File: config.mk
export PLATFORM = sky130hd
export DESIGN_NAME = aes_round_scheduler
export DESIGN_NICKNAME = d
export VERILOG_FILES = /design/src/rtl/aes_round_scheduler.sv
export SDC_FILE = /design/constraint.sdc
export NUM_CORES = 1
export LEC_CHECK = 0
export CORE_AREA = 4 4 252 254
export DETAILED_ROUTE_END_ITERATION = 12
export DIE_AREA = 0 0 256 258
export SYNTH_ARGS = -nofsm -noshare
export SYNTH_HDL_FRONTEND = slang
export SYNTH_SLANG_ARGS = --single-unit
export TNS_END_PERCENT = 30
File: constraint.sdc
create_clock -name clks -period 2.56 [get_ports clks]
set_input_delay 0.768 -clock clks [delete_from_list [all_inputs] [get_ports clks]]
set_output_delay 0.768 -clock clks [all_outputs]
set_load 0.005 [all_outputs]
File: src/rtl/aes_round_scheduler.sv
// Round-robin scheduler that time-shares one combinational AES round datapath between
// an encrypt and a decrypt requester; one round per clock, result on a valid/ready port.
module aes_round_scheduler #(
    parameter int Nk = 4,
    parameter int Nr = Nk + 6
) (
    input  logic         clks,
    input  logic         reset,
    input  logic         enc_valid,
    output logic         enc_ready,
    input  logic [127:0] enc_data,
    input  logic         dec_valid,
    output logic         dec_ready,
    input  logic [127:0] dec_data,
    output logic [127:0] eng_data_in,
    output logic         eng_mode,
    output logic         eng_first,
    output logic         eng_last,
    output logic [3:0]   eng_key_idx,
    input  logic [127:0] eng_data_out,
    output logic         out_valid,
    input  logic         out_ready,
    output logic [127:0] out_data,
    output logic         out_mode,
    output logic         busy
);

    localparam logic [3:0] NR_C = 4'(Nr);

    typedef enum logic [1:0] {
        ST_IDLE = 2'd0,
        ST_RUN  = 2'd1,
        ST_DONE = 2'd2
    } state_t;

    state_t       r_state;
    state_t       w_state_nxt;
    logic [127:0] r_data;
    logic [3:0]   r_round;
    logic         r_mode;
    logic         r_last_grant;
    logic         w_grant_enc;
    logic         w_grant_dec;
    logic         w_accept;
    logic         w_run;

    assign w_run    = (r_state == ST_RUN);
    assign w_accept = w_grant_enc | w_grant_dec;

    // Round-robin grant in IDLE; readies stay low while reset is asserted
    always_comb begin
        w_grant_enc = 1'b0;
        w_grant_dec = 1'b0;
        if ((r_state == ST_IDLE) && reset) begin
            if (enc_valid && dec_valid) begin
                w_grant_enc = r_last_grant;
                w_grant_dec = ~r_last_grant;
            end else begin
                w_grant_enc = enc_valid;
                w_grant_dec = dec_valid;
            end
        end else begin
            w_grant_enc = 1'b0;
            w_grant_dec = 1'b0;
        end
    end

    // Next-state logic for IDLE -> RUN -> DONE -> IDLE
    always_comb begin
        w_state_nxt = r_state;
        case (r_state)
            ST_IDLE: begin
                if (w_accept) w_state_nxt = ST_RUN;
                else          w_state_nxt = ST_IDLE;
            end
            ST_RUN: begin
                if (r_round == NR_C) w_state_nxt = ST_DONE;
                else                 w_state_nxt = ST_RUN;
            end
            ST_DONE: begin
                if (out_ready) w_state_nxt = ST_IDLE;
                else           w_state_nxt = ST_DONE;
            end
            default: w_state_nxt = ST_IDLE;
        endcase
    end

    // FSM state register
    always_ff @(posedge clks or negedge reset) begin
        if (!reset) r_state <= ST_IDLE;
        else        r_state <= w_state_nxt;
    end

    // Block state, round counter, mode and arbitration history
    always_ff @(posedge clks or negedge reset) begin
        if (!reset) begin
            r_data       <= 128'd0;
            r_round      <= 4'd0;
            r_mode       <= 1'b0;
            r_last_grant <= 1'b1;
        end else begin
            case (r_state)
                ST_IDLE: begin
                    if (w_accept) begin
                        r_data       <= w_grant_dec ? dec_data : enc_data;
                        r_mode       <= w_grant_dec;
                        r_last_grant <= w_grant_dec;
                        r_round      <= 4'd0;
                    end
                end
                ST_RUN: begin
                    r_data <= eng_data_out;
                    // counter parks at Nr on the final round so it can never wrap
                    if (r_round != NR_C) r_round <= r_round + 4'd1;
                end
                ST_DONE: begin
                    if (out_ready) r_round <= 4'd0;
                end
                default: begin
                    r_round <= 4'd0;
                end
            endcase
        end
    end

    assign enc_ready   = w_grant_enc;
    assign dec_ready   = w_grant_dec;
    assign eng_data_in = r_data;
    assign eng_mode    = r_mode;
    assign eng_first   = w_run & (r_round == 4'd0);
    assign eng_last    = w_run & (r_round == NR_C);
    assign eng_key_idx = w_run ? (r_mode ? (NR_C - r_round) : r_round) : 4'd0;
    assign out_valid   = (r_state == ST_DONE);
    assign out_data    = r_data;
    assign out_mode    = r_mode;
    assign busy        = (r_state != ST_IDLE);

endmodule

# Yosys cells after proc, flatten, opt, wreduce, memory -nomap -nowiden
# Index checks and enable logic that the tools add are counted.
[classes]
bitwise = 4
muxes = 17
reduce_logical = 9
n_addsub = 2
eq_ne = 7
[ops]
columns = ["operator", "count"]
rows = [
  ["two-way mux 128 bit", 2],
  ["case mux 128 bit (2 select lines)", 1],
  ["two-way mux 4 bit", 5],
  ["case mux 4 bit (3 select lines)", 1],
  ["case mux 2 bit (3 select lines)", 1],
  ["two-way mux 1 bit", 5],
  ["adder 4 x 1 -> 4 bit, second input constant", 1],
  ["== test 4 bit, second input constant", 1],
  ["zero test 4 bit", 1],
  ["two-way mux 2 bit", 2],
  ["!= test 2 x 1 -> 1 bit, second input constant", 2],
  ["!= test 4 bit, second input constant", 1],
  ["AND reduction 2 bit", 2],
  ["nonzero test 2 bit", 2],
  ["subtractor 4 bit, first input constant", 1],
  ["AND reduction 3 bit", 1],
  ["bitwise AND 1 bit", 2],
  ["== test 2 x 1 -> 1 bit, second input constant", 1],
  ["== test 2 bit, second input constant", 1],
  ["logical AND 1 bit", 2],
  ["zero test 2 bit", 1],
  ["!= test 2 bit, second input constant", 1],
  ["NOT 1 bit", 1],
  ["bitwise OR 1 bit", 1],
]
[word_totals]
in_bits = 389
word_cells = 44
output_inout_bits = 268
reg_bits = 136

# Logic depth before layout (Yosys ltp)
[depth]
word_depth = 6
mapped_depth = 7
mapped_depth_nobuf = 6

# Worst setup path after synthesis
# Ideal clock, no wire load.
[synth_timing]
path_type = "input port to output port"
startpoint = "input enc_valid"
endpoint = "output dec_ready"
stages = 4
arrival_time_ns = 1.405
t_required_ns = 1.792
setup_slack_ns = 0.387
n_path_buf = 1
cell_sequence = "a211oi_2 > nand3_1 > clkbuf_1 > inv_1"
[synth_via]
elab_chain_cells = 3
[synth_lines]
columns = ["element", "line_no", "source"]
rows = [
  ["start: declaration", "9", "input logic enc_valid,"],
  ["logical AND 1 bit", "55", "if (enc_valid && dec_valid) begin"],
  ["two-way mux 1 bit", "55", ""],
  ["two-way mux 1 bit", "54", "if ((r_state == ST_IDLE) && reset) begin"],
  ["end: declaration", "13", "output logic dec_ready,"],
]
# No other way between the ends.

# Worst setup path in the final report
[layout_timing]
startpoint = "register r_state[1]"
endpoint = "output eng_first"
[layout_via]
elab_chain_cells = 2
[layout_lines]
columns = ["element", "line_no", "source"]
rows = [
  ["start: declaration", "36", "state_t r_state;"],
  ["start signal: assignment", "91", "else r_state <= w_state_nxt;"],
  ["== test 2 x 1 -> 1 bit", "47", "assign w_run = (r_state == ST_RUN);"],
  ["bitwise AND 1 bit", "130", "assign eng_first = w_run & (r_round == 4'd0);"],
  ["end: declaration", "17", "output logic eng_first,"],
]
# No other way between the ends.

==> metrics.log <==
INFO  metric cts-htree-levels = 4
INFO  metric fmax = 0.406 GHz
INFO  metric grt.total_usage = roughly 14%
INFO  metric initial_core_util = ~15%
INFO  metric worst_case_clock_skew = about 0.017 ns
INFO  metric leakagePower = roughly 6.6 nW
INFO  metric synthFlopType = sky130_fd_sc_hd__dfrtp_1
INFO  metric max_slew_headroom = between 50 and 60%
INFO  metric synth.yosys.warnings = 0
INFO  metric mappedNetlistNets = between 1000 and 1500
INFO  metric syn_area_per_cell = about 9.5 um^2
INFO  metric grt_pass1_vias = 10600
INFO  metric ctsRootBufferMaster = sky130_fd_sc_hd__clkbuf_16
INFO  metric post-route-drc-count = 0
INFO  metric setup_violations = 0
INFO  metric clkTransAtPathRegs = ~0.07 ns
INFO  metric final_period_minus_worst_setup_slack = between 2 and 2.5 ns
INFO  metric cts.path.max_buffers = 2
INFO  metric dieWidth = 256 um
INFO  metric min_period_over_period = 96.2%
INFO  metric synth_sequential_area_ratio = between 30 and 40%
INFO  metric detail_route.iter0.violations = between 700 and 800
INFO  metric hold_path_class = in2async
INFO  metric vdd.ir_drop.worst = between 0.5 and 0.6 mV
INFO  metric critPathRequiredTime = about 1.8 ns
INFO  metric yosys-top-cells-count = sky130_fd_sc_hd__dfrtp_1, sky130_fd_sc_hd__buf_4, sky130_fd_sc_hd__a22oi_1, sky130_fd_sc_hd__and3_1, sky130_fd_sc_hd__o21ai_1
INFO  metric wl_per_cell = roughly 22 um
INFO  metric design.core.area = between 0.06 and 0.07 mm^2
INFO  metric detailedPlacementHpwl = ~36000 um
INFO  metric timing.max_cap.violations = 0
INFO  metric synth_top_area_share = 37.6%
INFO  metric place.port_buffers = 656
INFO  metric post-layout-total-power = around 16 mW
INFO  metric postRouteAntennaNets = 0
INFO  metric worst-endpoint-arrival = 1.69 ns
INFO  metric end_kind = primary output
INFO  metric post_drt_via_cell_ratio = ~4.5
INFO  metric netlist_instances = ~950
INFO  metric synth_enable_flop_cells = 0
INFO  metric insertion_delay_of_the_later_clocked_pin_in_the_worst_skew_pair = between 0.4 and 0.5 ns
INFO  metric areaGrowthSynthToFinish = 81.0%
INFO  metric multi_input_comb_area = a little over 0.004 mm^2
INFO  metric drive_above_1_share = 9.70%
INFO  metric unrepaired_setup_endpoints_after_global_routing = false
INFO  metric setup.worst_path.class = reg2out
INFO  metric synthMostInstantiatedCell = sky130_fd_sc_hd__dfrtp_1
INFO  metric critPathMaxFanout = 5
INFO  metric timing_max_transition_violations_final = 0
INFO  metric sinks_on_clock_net = 136
INFO  metric post_layout_nonfiller_instances = approximately 2200
INFO  metric netlist_area = approximately 0.0090 mm^2
INFO  metric worstMarginPinSlew = 0.731 ns
INFO  metric grt_pass1_wl = around 71000 um
INFO  metric grt_antenna_before_repair = 6
INFO  metric design.final.nets = between 1500 and 2000
INFO  metric final-seq-area = between 0.003 and 0.004 mm^2
INFO  metric largest_cells_by_area_after_synthesis = sky130_fd_sc_hd__dfrtp_1, sky130_fd_sc_hd__buf_4, sky130_fd_sc_hd__a22oi_1
INFO  metric gp_congestion = between 0.8 and 0.9
INFO  metric ys_seq_elements = between 100 and 150
INFO  metric grt_max_degree = between 100 and 150
INFO  metric dp.cells = between 2000 and 2500
INFO  metric cts_hold_buf = 0
INFO  metric die_span_y = approximately 260 um
INFO  metric row_count = between 90 and 100
INFO  metric result_of_the_run = finished clean
INFO  metric i_o_pins = ~660
INFO  metric inserted_clock_buffers = 17
INFO  metric die-area = ~0.066 mm^2
INFO  metric detail_route.wirelength = between 40000 and 50000 um
INFO  metric setup.worst_path.start_class = register
INFO  metric firstDrtPassIters = 5
INFO  metric synth.lib_cells_used.distinct = 35
INFO  metric layout.filler_cells = between 6000 and 7000
INFO  metric final_hold_viol_count = 0
INFO  metric post-synth-top-area-cell = sky130_fd_sc_hd__dfrtp_1
INFO  metric num_vias = approximately 10000
INFO  metric cts_tree = yes
INFO  metric async_reset_ff_share = 100%
INFO  metric pwr_density_cell = 981 mW/mm^2
INFO  metric global_route_congestion_overflow_total = 0
state kept, by name (all words and copies together), names as in the netlist:
register,flops
eng_data_in,128
eng_mode,1
r_last_grant,1
r_round,4
r_state,2
critical path: stages (launching register included):
cell,delay [ns]
sky130_fd_sc_hd__dfrtp_2,0.46
sky130_fd_sc_hd__nand2b_2,0.23
sky130_fd_sc_hd__nor4b_1,0.25
sky130_fd_sc_hd__clkdlybuf4s15_1,0.29
layer usage:
metal  GRT usage, %  part of all wire, %  up-vias
li1               -                    -     4529
met1           16.3                   40     4926
met2           23.0                   48      540
met3           5.74                  8.8       62
met4           6.08                  3.5        4
met5              0                0.045        -
timing repair:
action                                  in CTS  in global routing
gates cloned                                 0                  0
resized for setup                           27                 10
setup buffers                                5                  0
endpoints found under the setup margin      11                  6
pin swaps                                    1                  2
placed cells by master (no fill, tap or decap), types with 4 or more instances in the layout:
master / n
sky130_fd_sc_hd__o21ai_1: 102
sky130_fd_sc_hd__o21ai_0: 30
sky130_fd_sc_hd__nor2_1: 8
sky130_fd_sc_hd__a221oi_1: 94
sky130_fd_sc_hd__dlymetal6s2s_1: 4
sky130_fd_sc_hd__inv_1: 7
sky130_fd_sc_hd__buf_12: 18
sky130_fd_sc_hd__a221oi_2: 33
sky130_fd_sc_hd__and3_1: 127
sky130_fd_sc_hd__a22oi_1: 128
sky130_fd_sc_hd__clkdlybuf4s50_1: 643
sky130_fd_sc_hd__nand2_1: 6
sky130_fd_sc_hd__dfrtp_1: 132
sky130_fd_sc_hd__clkbuf_16: 17
sky130_fd_sc_hd__buf_4: 38
report_power, final:
group	internal (mW)	leakage (nW)	total, mW	switching (mW)
logic	5.34	4.69	8.99	3.65
registers	3.23	1.60	4.46	1.23
clock network	1.47	0.272	2.53	1.06
total	10.0	6.56	16.0	5.94
metrics by stage:
| stage | TNS [ns] | util [%] | area (um^2) | hold slack, ns | worst slack, ns |
|---|---|---|---|---|---|
| after global routing | 0 | 26.6 | 16300 | 0.0519 | 0.00367 |
| after detailed placement | -12.87 | 25.6 | 15700 | 0.529 | -0.500 |
| after global placement | -13.06 | 25.6 | 15700 | 0.520 | -0.500 |
| after floorplan | 0 | - | 9000 | 0.472 | 0.387 |
| final | 0 | 26.6 | 16300 | 0.0980 | 0.0983 |
| after CTS | -0.759 | 26.5 | 16300 | 0.0327 | -0.241 |
cell type report:
type | count | area share [%]
inverters | 8 | 0.184
multi-input cells | 559 | 25.1
clock buffers | 22 | 2.85
well taps | 790 | 6.07
flip-flops and latches | 136 | 20.9
diodes | 2 | 0.0307
repair buffers | 711 | 44.2
clock inverters | 8 | 0.607
logic make-up (layout without fill, tap and decap cells):
family / count (synthesis) / after routing / share of synthesized area [%]
AO/OA/AOI/OAI: 398 / 398 / 33.6
XOR/XNOR: 3 / 3 / 0.292
adder cells (fa/ha/maj): 3 / 3 / 0.417
buffers and inverters: 252 / 749 / 17.4
flip-flops: 136 / 136 / 37.8
multiplexers: 1 / 1 / 0.111
other: 0 / 2 / 0
AND/OR/NAND/NOR: 154 / 154 / 10.3
path summary, 6_finish.rpt:
kind | slack [ns] | start | depth (start not counted) | to
worst max-delay path | 0.1 | r_state[1]$_DFF_PN0_ | 3 | eng_first
worst max register to register | 0.34 | r_state[0]$_DFF_PN0_ | 6 | eng_data_in[121]$_DFFE_PN0P_
worst min register to register | 0.54 | eng_data_in[22]$_DFFE_PN0P_ | 2 | eng_data_in[22]$_DFFE_PN0P_
min in group clks | 0.54 | eng_data_in[22]$_DFFE_PN0P_ | 2 | eng_data_in[22]$_DFFE_PN0P_
worst min-delay path | 0.1 | reset | 1 | eng_data_in[127]$_DFFE_PN0P_
max in group asynchronous | 1.54 | reset | 2 | eng_data_in[55]$_DFFE_PN0P_
No activity file was read; power rests on OpenSTA's default activity.
==> variant (config.mk and constraints unchanged) <==
The 3 states of `state_t` get a one-hot encoding in 3 bits.
--- a/src/rtl/aes_round_scheduler.sv
+++ b/src/rtl/aes_round_scheduler.sv
@@ -29,6 +29,6 @@
 
-    typedef enum logic [1:0] {
-        ST_IDLE = 2'd0,
-        ST_RUN  = 2'd1,
-        ST_DONE = 2'd2
+    typedef enum logic [2:0] {
+        ST_IDLE = 3'b001,
+        ST_RUN  = 3'b010,
+        ST_DONE = 3'b100
     } state_t;
Function: same outputs for any inputs over 4 cycles, from zero or initial values and one cycle with reset low; so few cycles prove little.
==> variant against the unedited design <==
- power increased by 3.9%
- wire length down 4.6%
- design area is 9.9% higher
- hold slack improved by 0.43 ns
- utilization rose by 2.6 points
- via count rose by 1.3%
- largest power group unchanged
- synthesized area grew 18%
- worst setup slack lost 0.014 ns
- synthesized cell count grew 11%
- clock skew down 0.0085 ns
- global-route usage shrank 0.52 points
- clock power increased by 4%
- sequential cell count rose by 1
- sequential share of layout area is 1.7 points lower
==> variant: results (changes against the unedited design) <==
stage;metric;value;unit;change
run_status;outcome;finished clean;;unchanged
place;# port buffers;656;;unchanged
cts;CTS Buffer Depth;2;;unchanged
cts;Root Driver;clkbuf_16;;unchanged
drt;drt first pass iters;4;;was 5
global_routing;largest net degree at the start of global routing;130;;was 129
cells_and_area;# fillers;6329;;was 6,500
hold_path;Hold Crit Class;in -> async;;unchanged
place;Setup WS pre-CTS;-0.351;ns;was -0.500 ns
sta;Clock Skews;0.00844;ns;was 0.0169 ns
place;DP HPWL;35900;um;was 36,300 um
pwr;Worst VDD drop;0.000469;V;was 0.000557 V
critical_path;reg-to-reg setup timing slack;0.33;ns;
yosys;Commonest cells post-synth;138 x buf_4, 135 x dfrtp_1, 132 x a31oi_1, 132 x inv_1, 130 x and2_1;;was 135 x dfrtp_1, 133 x buf_4, 128 x a22oi_1
sta;hold_ws;0.523;ns;was 0.0980 ns
cells_and_area;final net count;1969;;was 1,825
critical_path;max incr delay on CP;0.41;ns;was 0.46 ns
cells_and_area;Largest register FFs;128;;unchanged
global_routing;first-pass GRT wire length;69200;um;was 70,800 um
pwr;P_leak;7.04;nW;was 6.56 nW
yosys;Area contributors post-synth;dfrtp_1 32%, o221ai_2 15%, mux2i_1 12%;;was dfrtp_1 38%, buf_4 11%, a22oi_1 11%
global_routing;initial antenna violation count;1;;was 6
global_routing;gr usage total;0.135;;was 0.141
sta;Fmax;404;MHz;was 406 MHz
yosys;async set-reset flop share out of synthesis;1.00;;unchanged
place;GPL Wtd Cong;0.820;;was 0.826
cts;Worst-path clk slew;0.06;ns;
cts;Clk Latency, worst-skew pair;0.45;ns;
drt;via count normalized by instance count;4.28;;was 4.50
critical_path;critical path arrival;1.71;ns;was 1.69 ns
cells_and_area;share of post-route cells with drive strength above 1;0.148;;was 0.0970
sta;Slew @ Worst Pin;0.718;ns;was 0.731 ns
cts;Max H-tree Level;4;;unchanged
yosys;syn nets;1444;;was 1,339
global_routing;vias in the first global route;10900;;was 10,600
cts;cts bufs inserted;17;;unchanged
critical_path;critical path fanouts, max;4;;was 5
yosys;sequential-to-total area share from yosys stat;0.324;;was 0.378
critical_path;kind of cell adding the most delay to the critical path;simple AND/OR/NAND/NOR gates;;unchanged
yosys;ys flop type;dfrtp_1;;unchanged
drt;DR iter-0 viols;470;;was 723
drt;total routed wirelength;46200;um;was 48,500 um
yosys;Distinct cells, synth;43;;was 35
critical_path;slowest stage cell, crit path;dfrtp_1;;was dfrtp_2
yosys;Ys Warns;0;;unchanged
==> variant: final cells by class <==
type / instances / share of cell area
diodes: 3 / 0.000420
clock buffers: 22 / 0.0271
clock inverters: 10 / 0.00650
inverters: 133 / 0.0280
multi-input cells: 567 / 0.287
flip-flops and latches: 137 / 0.192
well taps: 790 / 0.0552
repair buffers: 721 / 0.403
==> variant: path summary, 6_finish.rpt <==
| check | startpoint | to | cells past startpoint |
|---|---|---|---|
| max | r_round[1] | eng_key_idx[3] | 4 |
| min | reset | eng_data_in[109] | 3 |
| min in group clks | r_round[1] | r_round[1] | 2 |
| max reg2reg | r_state[2] | eng_data_in[18] | 6 |
| min reg2reg | r_round[1] | r_round[1] | 2 |
| max in group asynchronous | reset | eng_data_in[22] | 4 |
==> variant: power breakdown <==
part / switching [W] / internal [W] / leakage [nW]
clock network: 0.00108 / 0.00154 / 0.293
registers: 0.00133 / 0.00321 / 1.69
logic: 0.00354 / 0.00590 / 5.06
==> variant: logic make-up after synthesis <==
group,share of synthesized area
buffers and inverters,0.198
AOI/OAI and AO/OA,0.260
and+or+nand+nor,0.0926
DFF,0.324
muxes,0.121
adders and majority gates,0.00355
xor gates and xnor gates,0.000827
==> variant: worst register-to-register path, stage by stage (launching register included) <==
cell,delay (ns)
dfrtp_4,0.43
buf_4,0.13
buf_4,0.47
buf_4,0.60
and2_1,0.34
a31oi_1,0.05
o221ai_2,0.11
==> variant: layer usage <==
metal,wire [um],vias to the layer above,share of wire,GRT usage
met3,3030,84,0.065,0.0386
met2,22500,456,0.49,0.229
met4,1980,0,0.043,0.0645
li1,-,4719,-,-
met1,18700,4934,0.40,0.158
met5,0,-,0,0
==> variant: stage by stage <==
stage          power, W  cell area [sq um]  TNS (ns)  cells
2_1_floorplan   0.00922              10600         0   1052
3_3_place_gp     0.0139              17200     -5.33   2344
3_5_place_dp     0.0141              17200     -6.71   2344
4_1_cts          0.0169              17900   -0.0426   2378
5_1_grt          0.0176              17900   -0.0891   2380
6_report         0.0166              17900         0   2383
==> variant: what timing repair did <==
action / CTS / global route
gates resized for setup: 37 / 5
cloned: 0 / 0
buffers inserted: 2 / 2
endpoints found under the setup margin: 11 / 7
pin swaps: 2 / 2
